<file path="config.mk">
export PLATFORM = sky130hd
export DESIGN_NAME = l_transform_flat
export DESIGN_NICKNAME = d
export VERILOG_FILES = /design/src/rtl/gp_pkg.sv /design/src/rtl/l_transform_if.sv /design/src/rtl/r_step.sv /design/src/rtl/l_transform.sv /design/src/flat_wrapper.sv
export SDC_FILE = /design/constraint.sdc
export NUM_CORES = 1
export LEC_CHECK = 0
export ABC_AREA = 1
export CORE_MARGIN = 10
export CORE_UTILIZATION = 51
export DETAILED_ROUTE_END_ITERATION = 16
export PLACE_DENSITY = 0.79
export SYNTH_ARGS = -nofsm -noshare
export SYNTH_HDL_FRONTEND = slang
export SYNTH_SLANG_ARGS = --single-unit
</file>
<file path="constraint.sdc">
create_clock -name clk -period 5.1 [get_ports clk]
set_input_delay 0.51 -clock clk [delete_from_list [all_inputs] [get_ports clk]]
set_output_delay 0.51 -clock clk [all_outputs]
set_load 0.01 [all_outputs]
</file>
<file path="src/rtl/gp_pkg.sv">
// gp_pkg: shared Grasshopper constants, GF(2^8) constant multiply and FSM state encoding
package gp_pkg;
  localparam int BLOCK_W = 128;
  localparam logic [8:0] GF_POLY = 9'h1C3;
  // index i holds the l-coefficient applied to byte a_i (a0 = bits [7:0])
  localparam logic [7:0] L_COEF [16] = '{
    8'd1, 8'd148, 8'd32, 8'd133, 8'd16, 8'd194, 8'd192, 8'd1,
    8'd251, 8'd1, 8'd192, 8'd194, 8'd16, 8'd133, 8'd32, 8'd148
  };
  typedef enum logic [1:0] {IDLE = 2'd0, RUN = 2'd1, DONE = 2'd2} state_t;
  // with a constant coeff this folds into a fixed XOR network
  function automatic logic [7:0] gf_mul_const(input logic [7:0] b, input logic [7:0] coeff);
    logic [7:0] p, a;
    p = '0;
    a = b;
    for (int i = 0; i < 8; i++) begin
      p = coeff[i] ? p ^ a : p;
      a = {a[6:0], 1'b0} ^ (a[7] ? GF_POLY[7:0] : 8'h00);
    end
    return p;
  endfunction
endpackage

</file>
<file path="src/rtl/l_transform_if.sv">
// l_transform_if: input/output valid-ready handshake of the L-transform stage
// master drives in_valid/data_i/stage_num_i/out_ready; slave (l_transform) drives the rest
interface l_transform_if;
  import gp_pkg::*;
  logic in_valid, in_ready, out_valid, out_ready;
  logic [BLOCK_W-1:0] data_i, data_o;
  logic [3:0] stage_num_i, stage_num_o;
  modport master(
    output in_valid, data_i, stage_num_i, out_ready,
    input in_ready, out_valid, data_o, stage_num_o
  );
  modport slave(
    input in_valid, data_i, stage_num_i, out_ready,
    output in_ready, out_valid, data_o, stage_num_o
  );
endinterface

</file>
<file path="src/rtl/r_step.sv">
// r_step: one combinational Grasshopper R step, q = {l(d), d[127:8]}
// d: 128-bit input block, q: 128-bit output block
module r_step
  import gp_pkg::*;
(
  input  logic [BLOCK_W-1:0] d,
  output logic [BLOCK_W-1:0] q
);
  logic [7:0] l;
  always_comb begin
    l = '0;
    for (int i = 0; i < 16; i++) l = l ^ gf_mul_const(d[8*i +: 8], L_COEF[i]);
  end
  assign q = {l, d[BLOCK_W-1:8]};
endmodule

</file>
<file path="src/rtl/l_transform.sv">
// l_transform: iterative L = R^16 stage, UNROLL R steps per clock, valid/ready handshaked
// clk/rst: clock and async active-high reset; bus: l_transform_if slave (data_i/stage_num_i in, data_o/stage_num_o out)
module l_transform #(
  parameter int UNROLL = 1
) (
  input logic clk,
  input logic rst,
  l_transform_if.slave bus
);
  import gp_pkg::*;
  localparam logic [1:0] S_IDLE = IDLE;
  localparam logic [1:0] S_RUN = RUN;
  localparam logic [1:0] S_DONE = DONE;
  localparam logic [3:0] LAST = 4'(16 / UNROLL - 1);
  if (UNROLL != 1 && UNROLL != 2 && UNROLL != 4 && UNROLL != 8 && UNROLL != 16) begin : g_bad_unroll
    $error("l_transform: UNROLL must be 1, 2, 4, 8 or 16");
  end
  logic [1:0] st;
  logic [3:0] cnt;
  logic [BLOCK_W-1:0] data_q;
  logic [3:0] tag_q;
  logic [BLOCK_W-1:0] chain [UNROLL+1];
  assign chain[0] = data_q;
  for (genvar g = 0; g < UNROLL; g++) begin : g_step
    r_step u_step (.d(chain[g]), .q(chain[g+1]));
  end
  always_ff @(posedge clk or posedge rst) begin
    if (rst) begin
      st <= S_IDLE;
      cnt <= '0;
      data_q <= '0;
      tag_q <= '0;
    end else if (st == S_IDLE && bus.in_valid) begin
      st <= S_RUN;
      cnt <= '0;
      data_q <= bus.data_i;
      tag_q <= bus.stage_num_i;
    end else if (st == S_RUN) begin
      st <= cnt == LAST ? S_DONE : S_RUN;
      cnt <= cnt + 4'd1;
      data_q <= chain[UNROLL];
    end else if (st == S_DONE && bus.out_ready) begin
      st <= S_IDLE;
    end
  end
  assign bus.in_ready = st == S_IDLE;
  assign bus.out_valid = st == S_DONE;
  assign bus.data_o = data_q;
  assign bus.stage_num_o = tag_q;
endmodule

</file>
<file path="src/flat_wrapper.sv">
// flat-port wrapper written by rule: the top's interface ports become plain ports
module l_transform_flat import gp_pkg::*;
#(
  parameter int UNROLL = 1
)
  (clk, rst, bus_in_valid, bus_data_i, bus_stage_num_i, bus_out_ready, bus_in_ready, bus_out_valid, bus_data_o, bus_stage_num_o);
  l_transform_if bus_i ();
  input logic clk;
  input logic rst;
  input wire logic [$bits(bus_i.in_valid)-1:0] bus_in_valid;
  input wire logic [$bits(bus_i.data_i)-1:0] bus_data_i;
  input wire logic [$bits(bus_i.stage_num_i)-1:0] bus_stage_num_i;
  input wire logic [$bits(bus_i.out_ready)-1:0] bus_out_ready;
  output wire logic [$bits(bus_i.in_ready)-1:0] bus_in_ready;
  output wire logic [$bits(bus_i.out_valid)-1:0] bus_out_valid;
  output wire logic [$bits(bus_i.data_o)-1:0] bus_data_o;
  output wire logic [$bits(bus_i.stage_num_o)-1:0] bus_stage_num_o;
  assign bus_i.in_valid = bus_in_valid;
  assign bus_i.data_i = bus_data_i;
  assign bus_i.stage_num_i = bus_stage_num_i;
  assign bus_i.out_ready = bus_out_ready;
  assign bus_in_ready = bus_i.in_ready;
  assign bus_out_valid = bus_i.out_valid;
  assign bus_data_o = bus_i.data_o;
  assign bus_stage_num_o = bus_i.stage_num_o;
  l_transform #(.UNROLL(UNROLL)) u_core (.clk(clk), .rst(rst), .bus(bus_i));
endmodule
</file>
==> flow_metrics.env, run 1 <==
export IMPL_sequentialPowerShare=0.441
export IMPL_via_count=10800
export IMPL_p_switching_mw=0.562
export IMPL_root_buffer="sky130_fd_sc_hd__clkbuf_16"
export IMPL_hold_path_end="u_core.bus.stage_num_o[1]"
export IMPL_cts_tree="built"
export IMPL_floorplan_io_pins=270
export IMPL_totalPowerFinal_mw=2.48
export IMPL_first_global_vias=10600
export IMPL_grt_total_usage=0.266
export IMPL_cts_num_sinks=138
export IMPL_gp_congestion=0.905
export IMPL_minimum_setup_slack_among_reg_to_reg_paths_ns=2.19
export IMPL_comb_power_share=0.053
export IMPL_cts_inserted_buffers=17
export IMPL_initialDrtViolationCount=822
export IMPL_setup_viol=0
export IMPL_internal_dissipation_mw=1.92
export IMPL_critPathLaunchType="flop"
export IMPL_clk_insertion_delay_late_ns=0.44
export IMPL_min_delay_path_depth=2
export IMPL_hold_path_startpoint="u_core.bus.stage_num_o[1]"
export IMPL_antenna_violations_before_repair=0
export IMPL_cts_hold_repair_buffers=0
export IMPL_grt_pass1_wl_mm=57.0
export IMPL_post_detailed_route_drc_marker_count=0
export IMPL_rsz_0062_raised_after_global_routing="no"
export IMPL_drt_wl_total_mm=36.4
export IMPL_fillerInstances=1716
export IMPL_seq_area_um2=3450
export IMPL_outcome="completed"
export IMPL_crit_type="reg2reg"
export IMPL_clock_power_share=0.506
export IMPL_rows=52
export IMPL_reg2reg_depth=8
export IMPL_fp_dieArea_um2=27000
export IMPL_hp_class="reg2reg"
export IMPL_worst_ep_arrival_time_ns=3.15
export IMPL_switching_part_of_the_total=0.226
export IMPL_max_slew_margin=0.146
export IMPL_dp_hpwl_mm=28.3
export IMPL_ant_nets=0
export IMPL_avgSynthCellArea_um2=7.16
export IMPL_floorplan_initialDensity=0.521
export IMPL_finalMaxSlewViolations=0
export IMPL_setup_fix_buffers_added_after_clock_tree_synthesis=0
export IMPL_ys_seq_elements=138
export IMPL_tns_ns=0
export IMPL_overall_die_height_um=164
export IMPL_synth_top_cells_by_area="sky130_fd_sc_hd__dfrtp_1 (33%), sky130_fd_sc_hd__nand2_1 (19%), sky130_fd_sc_hd__xor2_1 (9.9%)"
export IMPL_worst_clock_skew_ns=0.0134
export IMPL_r2r_end="u_core.bus.data_o[77]"
export IMPL_commonest_cells_in_the_synthesized_netlist="sky130_fd_sc_hd__nand2_1 (549), sky130_fd_sc_hd__inv_1 (211), sky130_fd_sc_hd__dfrtp_1 (138), sky130_fd_sc_hd__xor2_1 (120), sky130_fd_sc_hd__o221ai_1 (110)"
export IMPL_dr_pass1_iters=6
export IMPL_synth_cell_type_count=38
export IMPL_synth_cell_area_um2=10600
export IMPL_globalRoute_totalOverflow=0
export IMPL_ctsLongestPathBuffers=2
export IMPL_design_core_area_um2=20400
export IMPL_synth_most_common_cell="sky130_fd_sc_hd__nand2_1"
export IMPL_fraction_of_final_layout_cells_with_drive_strength_greater_than_1=0.0489
export IMPL_drv_cap=0
export IMPL_die_width_um=164
export IMPL_synthArstFlopShare=1.00
export IMPL_worstMarginPinSlew_ns=1.28
export IMPL_number_of_enable_type_register_cells_in_the_synthesized_netlist=0
export IMPL_r2r_start="u_core.st[1]"
export IMPL_syn_inst=1483
export IMPL_post_synthesis_sequential_area_ratio=0.325
export IMPL_final_period_utilization=0.570
export IMPL_avgRoutedWirePerCell_um=18.1
export IMPL_power_ir_vdd_worst_mv=0.219
export IMPL_num_nets_final=1862
export IMPL_pin_count_of_the_biggest_net_entering_global_routing=113
export IMPL_synth_top_cell_area_share=0.325
export IMPL_leakagePower_nw=6.96
export IMPL_cts_reportedPaths_clkPinSlew_ns=0.06
export IMPL_postCtsResizedCells=0
export IMPL_synth_nets=1620
export IMPL_clock_fmax_ghz=0.344
export IMPL_synthDominantAreaCellType="sky130_fd_sc_hd__dfrtp_1"
export IMPL_cts_htree_levels=4
export IMPL_timing_critical_path_fanout_max=112
export IMPL_multi_input_comb_area_um2=6080
export IMPL_port_buffers=269
export IMPL_finalWorstPathRequiredPeriod_ns=2.91
export IMPL_ys_dominant_reg_cell="sky130_fd_sc_hd__dfrtp_1"
export IMPL_routed_via_density=5.38
export IMPL_power_density_nw_per_um2=177
export IMPL_ant_diodes=0
export IMPL_crit_path_end_kind="flop"
export IMPL_finalHoldViolations=0
export IMPL_worst_ep_required_time_ns=5.34
export IMPL_area_added_between_synthesis_and_finish_pct=32.2
export IMPL_yosysWarningCount=0
-- cell type report --
class                           instances  area share
Inverter                              218      0.0588
Tap cell                              270      0.0241
Clock buffer                           19      0.0316
Timing Repair Buffer                  277       0.196
Sequential cell                       138       0.246
Multi-Input combinational cell       1073       0.433
Clock inverter                         12      0.0101
-- worst max path at each step --
stage,start,endpoint,slack [ns],cells past startpoint
floorplan,rst,u_core.bus.data_o[0],0.89,1
global placement,bus_in_valid,u_core.bus.data_o[46],2.04,8
detailed placement,bus_in_valid,u_core.bus.data_o[77],1.94,8
CTS,u_core.st[1],u_core.bus.data_o[64],2.30,8
global route,u_core.st[1],u_core.bus.data_o[51],1.99,8
finish,u_core.st[1],u_core.bus.data_o[77],2.19,8
-- cell families after synthesis --
kind of cell / synth area share
adder cells (fa/ha/maj): 0.00118
AO/OA/AOI/OAI: 0.107
flip-flops: 0.325
buffers and inverters: 0.102
AND/OR/NAND/NOR: 0.283
XOR/XNOR: 0.182
-- power groups by stage --
stage	Sequential, mW	Combinational [mW]	Clock [mW]
5_1_grt	1.09	0.142	1.31
3_5_place_dp	1.11	0.133	0
4_1_cts	1.09	0.134	1.26
3_3_place_gp	1.11	0.134	0
2_1_floorplan	1.12	0.0172	0
6_report	1.09	0.132	1.26
-- critical path, stage by stage (launching register included) --
cell                       delay [ns]
sky130_fd_sc_hd__dfrtp_1         0.43
sky130_fd_sc_hd__nor2_1          0.18
sky130_fd_sc_hd__nand2_1         0.36
sky130_fd_sc_hd__clkinv_2        0.16
sky130_fd_sc_hd__nor2_2          0.04
sky130_fd_sc_hd__buf_4           0.22
sky130_fd_sc_hd__inv_2           0.07
sky130_fd_sc_hd__buf_4           0.81
sky130_fd_sc_hd__o221ai_1        0.26
-- placed cells by master (no fill, tap or decap), types with 10 or more instances in the layout --
master | netlist | layout
sky130_fd_sc_hd__clkbuf_16 | 0 | 17
sky130_fd_sc_hd__o221ai_1 | 110 | 110
sky130_fd_sc_hd__nand3_1 | 96 | 96
sky130_fd_sc_hd__inv_1 | 211 | 209
sky130_fd_sc_hd__nor2_1 | 42 | 42
sky130_fd_sc_hd__dfrtp_1 | 138 | 138
sky130_fd_sc_hd__xor2_2 | 10 | 10
sky130_fd_sc_hd__nand2_1 | 549 | 549
sky130_fd_sc_hd__nand2_2 | 17 | 17
sky130_fd_sc_hd__xnor2_1 | 70 | 70
sky130_fd_sc_hd__clkdlybuf4s50_1 | 0 | 269
sky130_fd_sc_hd__xor2_1 | 120 | 120
-- metal layers --
layer / up-vias / share of wire / GRT usage
met1: 5063 / 0.41 / 0.342
li1: 5196 / - / -
met5: - / 0 / 0
met3: 69 / 0.084 / 0.0603
met2: 463 / 0.47 / 0.424
met4: 0 / 0.032 / 0.107
-- state kept, by name (all words and copies together), names as in the netlist --
register                flops
u_core.bus.data_o         128
u_core.bus.stage_num_o      4
u_core.cnt                  4
u_core.st                   2
-- stage by stage --
step                      utilization  instance area, um2  instances  worst slack (ns)  hold slack, ns
after CTS                       0.689               14000       2007              2.30           0.488
after global routing            0.689               14000       2007              1.99           0.536
final                           0.689               14000       2007              2.19           0.485
after floorplan                     -               10600       1483             0.894           0.485
after detailed placement        0.661               13500       1976              1.94           0.467
after global placement          0.661               13500       1976              2.04           0.467
(Power assumes the default switching activity.)
==> inputs of run 2 (changes only) <==
- clock period: 5.1 -> 2.7 ns (I/O delays scaled with it)
==> flow_metrics.env, run 2 (synthesis results as in run 1) <==
export IMPL_sequentialPowerShare=0.433
export IMPL_minimum_setup_slack_among_reg_to_reg_paths_ns=0.19
export IMPL_root_buffer="sky130_fd_sc_hd__clkbuf_16"
export IMPL_critPathLaunchType="flop"
export IMPL_mostFrequentLayoutCell="sky130_fd_sc_hd__nand2_1"
export IMPL_cts_num_sinks=138
export IMPL_initialDrtViolationCount=847
export IMPL_path_cells="inv_1 > nand2_1 > nand2_1 > nor2_1 > nor2_1 > nand2_1 > nand2_1 > nand2_1 > nand2_1 > nand2_1 > nand2_1 > nand2_1 > nand2_1 > nor2_1 > nor2_1 > inv_1 > nand2_1 > nand3_1 > nand2_1 > nand2_1"
export IMPL_rsz_0062_raised_after_global_routing="yes"
export IMPL_worst_ep_required_time_ns=3.02
export IMPL_cp_buffers_inverters=2
export IMPL_cts_inserted_buffers=17
export IMPL_crit_path_end_kind="flop"
export IMPL_power_density_nw_per_um2=337
export IMPL_cts_reportedPaths_clkPinSlew_ns=0.07
export IMPL_ant_nets=0
export IMPL_preCtsSetupSlack_ns=0.187
export IMPL_rows=52
export IMPL_finalWorstPathRequiredPeriod_ns=2.51
export IMPL_overall_die_height_um=164
export IMPL_switching_part_of_the_total=0.223
export IMPL_layout_common_cells="sky130_fd_sc_hd__nand2_1 (549), sky130_fd_sc_hd__clkdlybuf4s50_1 (269), sky130_fd_sc_hd__inv_1 (209)"
export IMPL_finalHoldViolations=0
export IMPL_via_count=10800
export IMPL_largest_register_ff_count=128
export IMPL_fp_dieArea_um2=27000
export IMPL_setup_viol=0
export IMPL_cts_htree_levels=4
export IMPL_dr_wl_met2_mm=17.4
export IMPL_post_route_worst_setup_slack_ns=0.193
export IMPL_grt_pass1_wl_mm=56.4
export IMPL_num_nets_final=1869
export IMPL_clk_insertion_delay_late_ns=0.43
export IMPL_drt_wl_total_mm=36.5
export IMPL_cts_hold_repair_buffers=0
export IMPL_drv_cap=0
export IMPL_cts_tree="built"
export IMPL_final_period_utilization=0.928
export IMPL_post_detailed_route_drc_marker_count=0
export IMPL_internal_dissipation_mw=3.71
export IMPL_p_switching_mw=1.07
export IMPL_die_width_um=164
export IMPL_clock_fmax_ghz=0.399
export IMPL_pin_count_of_the_biggest_net_entering_global_routing=119
export IMPL_first_global_vias=10500
export IMPL_leakagePower_nw=7.03
export IMPL_finalMaxSlewViolations=0
export IMPL_max_slew_margin=0.578
export IMPL_worstMarginPinSlew_ns=0.633
export IMPL_r2r_start="u_core.bus.data_o[86]"
export IMPL_timing_critical_path_fanout_max=5
export IMPL_design_core_area_um2=20400
export IMPL_fillerInstances=1720
export IMPL_setup_fix_buffers_added_after_clock_tree_synthesis=0
export IMPL_hp_class="in2async"
export IMPL_worst_clock_skew_ns=0.00989
export IMPL_crit_path_max_incr_delay_ns=0.47
export IMPL_outcome="completed"
export IMPL_avgRoutedWirePerCell_um=18.1
export IMPL_routed_via_density=5.37
export IMPL_dp_hpwl_mm=28.5
export IMPL_clock_power_share=0.515
export IMPL_final_cells=2015
export IMPL_highest_signal_layer="met4"
export IMPL_port_buffers=269
export IMPL_reg2reg_depth=20
export IMPL_ctsLongestPathBuffers=2
export IMPL_path_common_cell="sky130_fd_sc_hd__nand2_1"
export IMPL_worst_ep_arrival_time_ns=2.83
export IMPL_gp_congestion=0.950
export IMPL_fraction_of_final_layout_cells_with_drive_strength_greater_than_1=0.0544
export IMPL_route_met3_wl_mm=2.95
export IMPL_critical_path_top_delay_family="simple AND/OR/NAND/NOR gates"
export IMPL_floorplan_initialDensity=0.521
export IMPL_dpl_cell_count=1983
export IMPL_antenna_violations_before_repair=0
export IMPL_crit_type="reg2reg"
export IMPL_globalRoute_totalOverflow=0
export IMPL_comb_power_share=0.052
export IMPL_crit_path_top_delay_cell="sky130_fd_sc_hd__dfrtp_2"
export IMPL_grt_total_usage=0.264
export IMPL_detail_route_wirelength_met1_mm=15.2
export IMPL_floorplan_io_pins=270
export IMPL_power_ir_vdd_worst_mv=0.370
export IMPL_ant_diodes=0
export IMPL_r2r_end="u_core.bus.data_o[126]"
export IMPL_area_added_between_synthesis_and_finish_pct=33.6
export IMPL_dr_pass1_iters=6
==> run 2: changes by cell type in the layout (fill, tap and decap cells not counted), moves of 3 or more <==
| cell | previous run | this run |
|---|---|---|
| sky130_fd_sc_hd__buf_12 | 0 | 5 |
| sky130_fd_sc_hd__clkinv_4 | 1 | 4 |
| sky130_fd_sc_hd__dfrtp_1 | 138 | 135 |
| sky130_fd_sc_hd__dfrtp_2 | 0 | 3 |
==> run 2: through the flow <==
| step | power (mW) | instance area [um2] | setup TNS (ns) | hold WS, ns | utilization |
|---|---|---|---|---|---|
| global route | 4.91 | 14200 | -0.0262 | 0.330 | 0.696 |
| finish | 4.78 | 14200 | 0 | 0.288 | 0.696 |
| detailed placement | 2.36 | 13600 | 0 | 0.473 | 0.666 |
| global placement | 2.35 | 13600 | 0 | 0.464 | 0.666 |
| CTS | 4.79 | 14200 | 0 | 0.308 | 0.696 |
| floorplan | 2.14 | 10600 | 0 | 0.380 | - |
==> run 2: routing by layer <==
metal	GRT usage	vias to the layer above
li1	-	5211
met1	0.339	5121
met2	0.430	437
met3	0.0578	58
met4	0.0918	0
met5	0	-
==> run 2: area by class of cell <==
cell class                 instances  area (um2)  share of cell area
inverter                         218         825              0.0581
tap                              270         338              0.0238
multi-input combinational       1073        6090               0.430
sequential                       138        3460               0.244
clock buffer                      20         437              0.0308
timing repair buffer             284        2870               0.202
clock inverter                    12         166              0.0117
==> run 2: worst max-delay path by stage <==
| stage | from | end | slack, ns | cells past startpoint |
|---|---|---|---|---|
| after global routing | u_core.bus.data_o[86] | u_core.bus.data_o[126] | -0.03 | 20 |
| after CTS | u_core.bus.data_o[86] | u_core.bus.data_o[126] | 0.16 | 21 |
| after floorplan | u_core.bus.data_o[70] | u_core.bus.data_o[125] | 0.63 | 13 |
| after detailed placement | u_core.bus.data_o[86] | u_core.bus.data_o[126] | 0.19 | 21 |
| after global placement | u_core.bus.data_o[86] | u_core.bus.data_o[126] | 0.24 | 21 |
| final | u_core.bus.data_o[86] | u_core.bus.data_o[126] | 0.19 | 20 |
==> run 2: what timing repair did <==
| item | in CTS | in global routing |
|---|---|---|
| resized for setup | 0 | 4 |
| setup endpoints to repair | 0 | 3 |
| hold endpoints to repair | 0 | 0 |
==> run 2: power by group through the flow <==
| stage | Clock (mW) | Combinational (mW) | Sequential [mW] |
|---|---|---|---|
| after floorplan | 0 | 0.0329 | 2.11 |
| after global placement | 0 | 0.247 | 2.11 |
| after detailed placement | 0 | 0.250 | 2.11 |
| after CTS | 2.47 | 0.252 | 2.07 |
| after global routing | 2.58 | 0.267 | 2.07 |
| final | 2.46 | 0.248 | 2.07 |
==> run 2: tightest hold or removal path, stage by stage <==
cell and delay (ns):
sky130_fd_sc_hd__clkdlybuf4s50_1 0.44, sky130_fd_sc_hd__clkinvlp_4 0.13, sky130_fd_sc_hd__buf_12 0.28
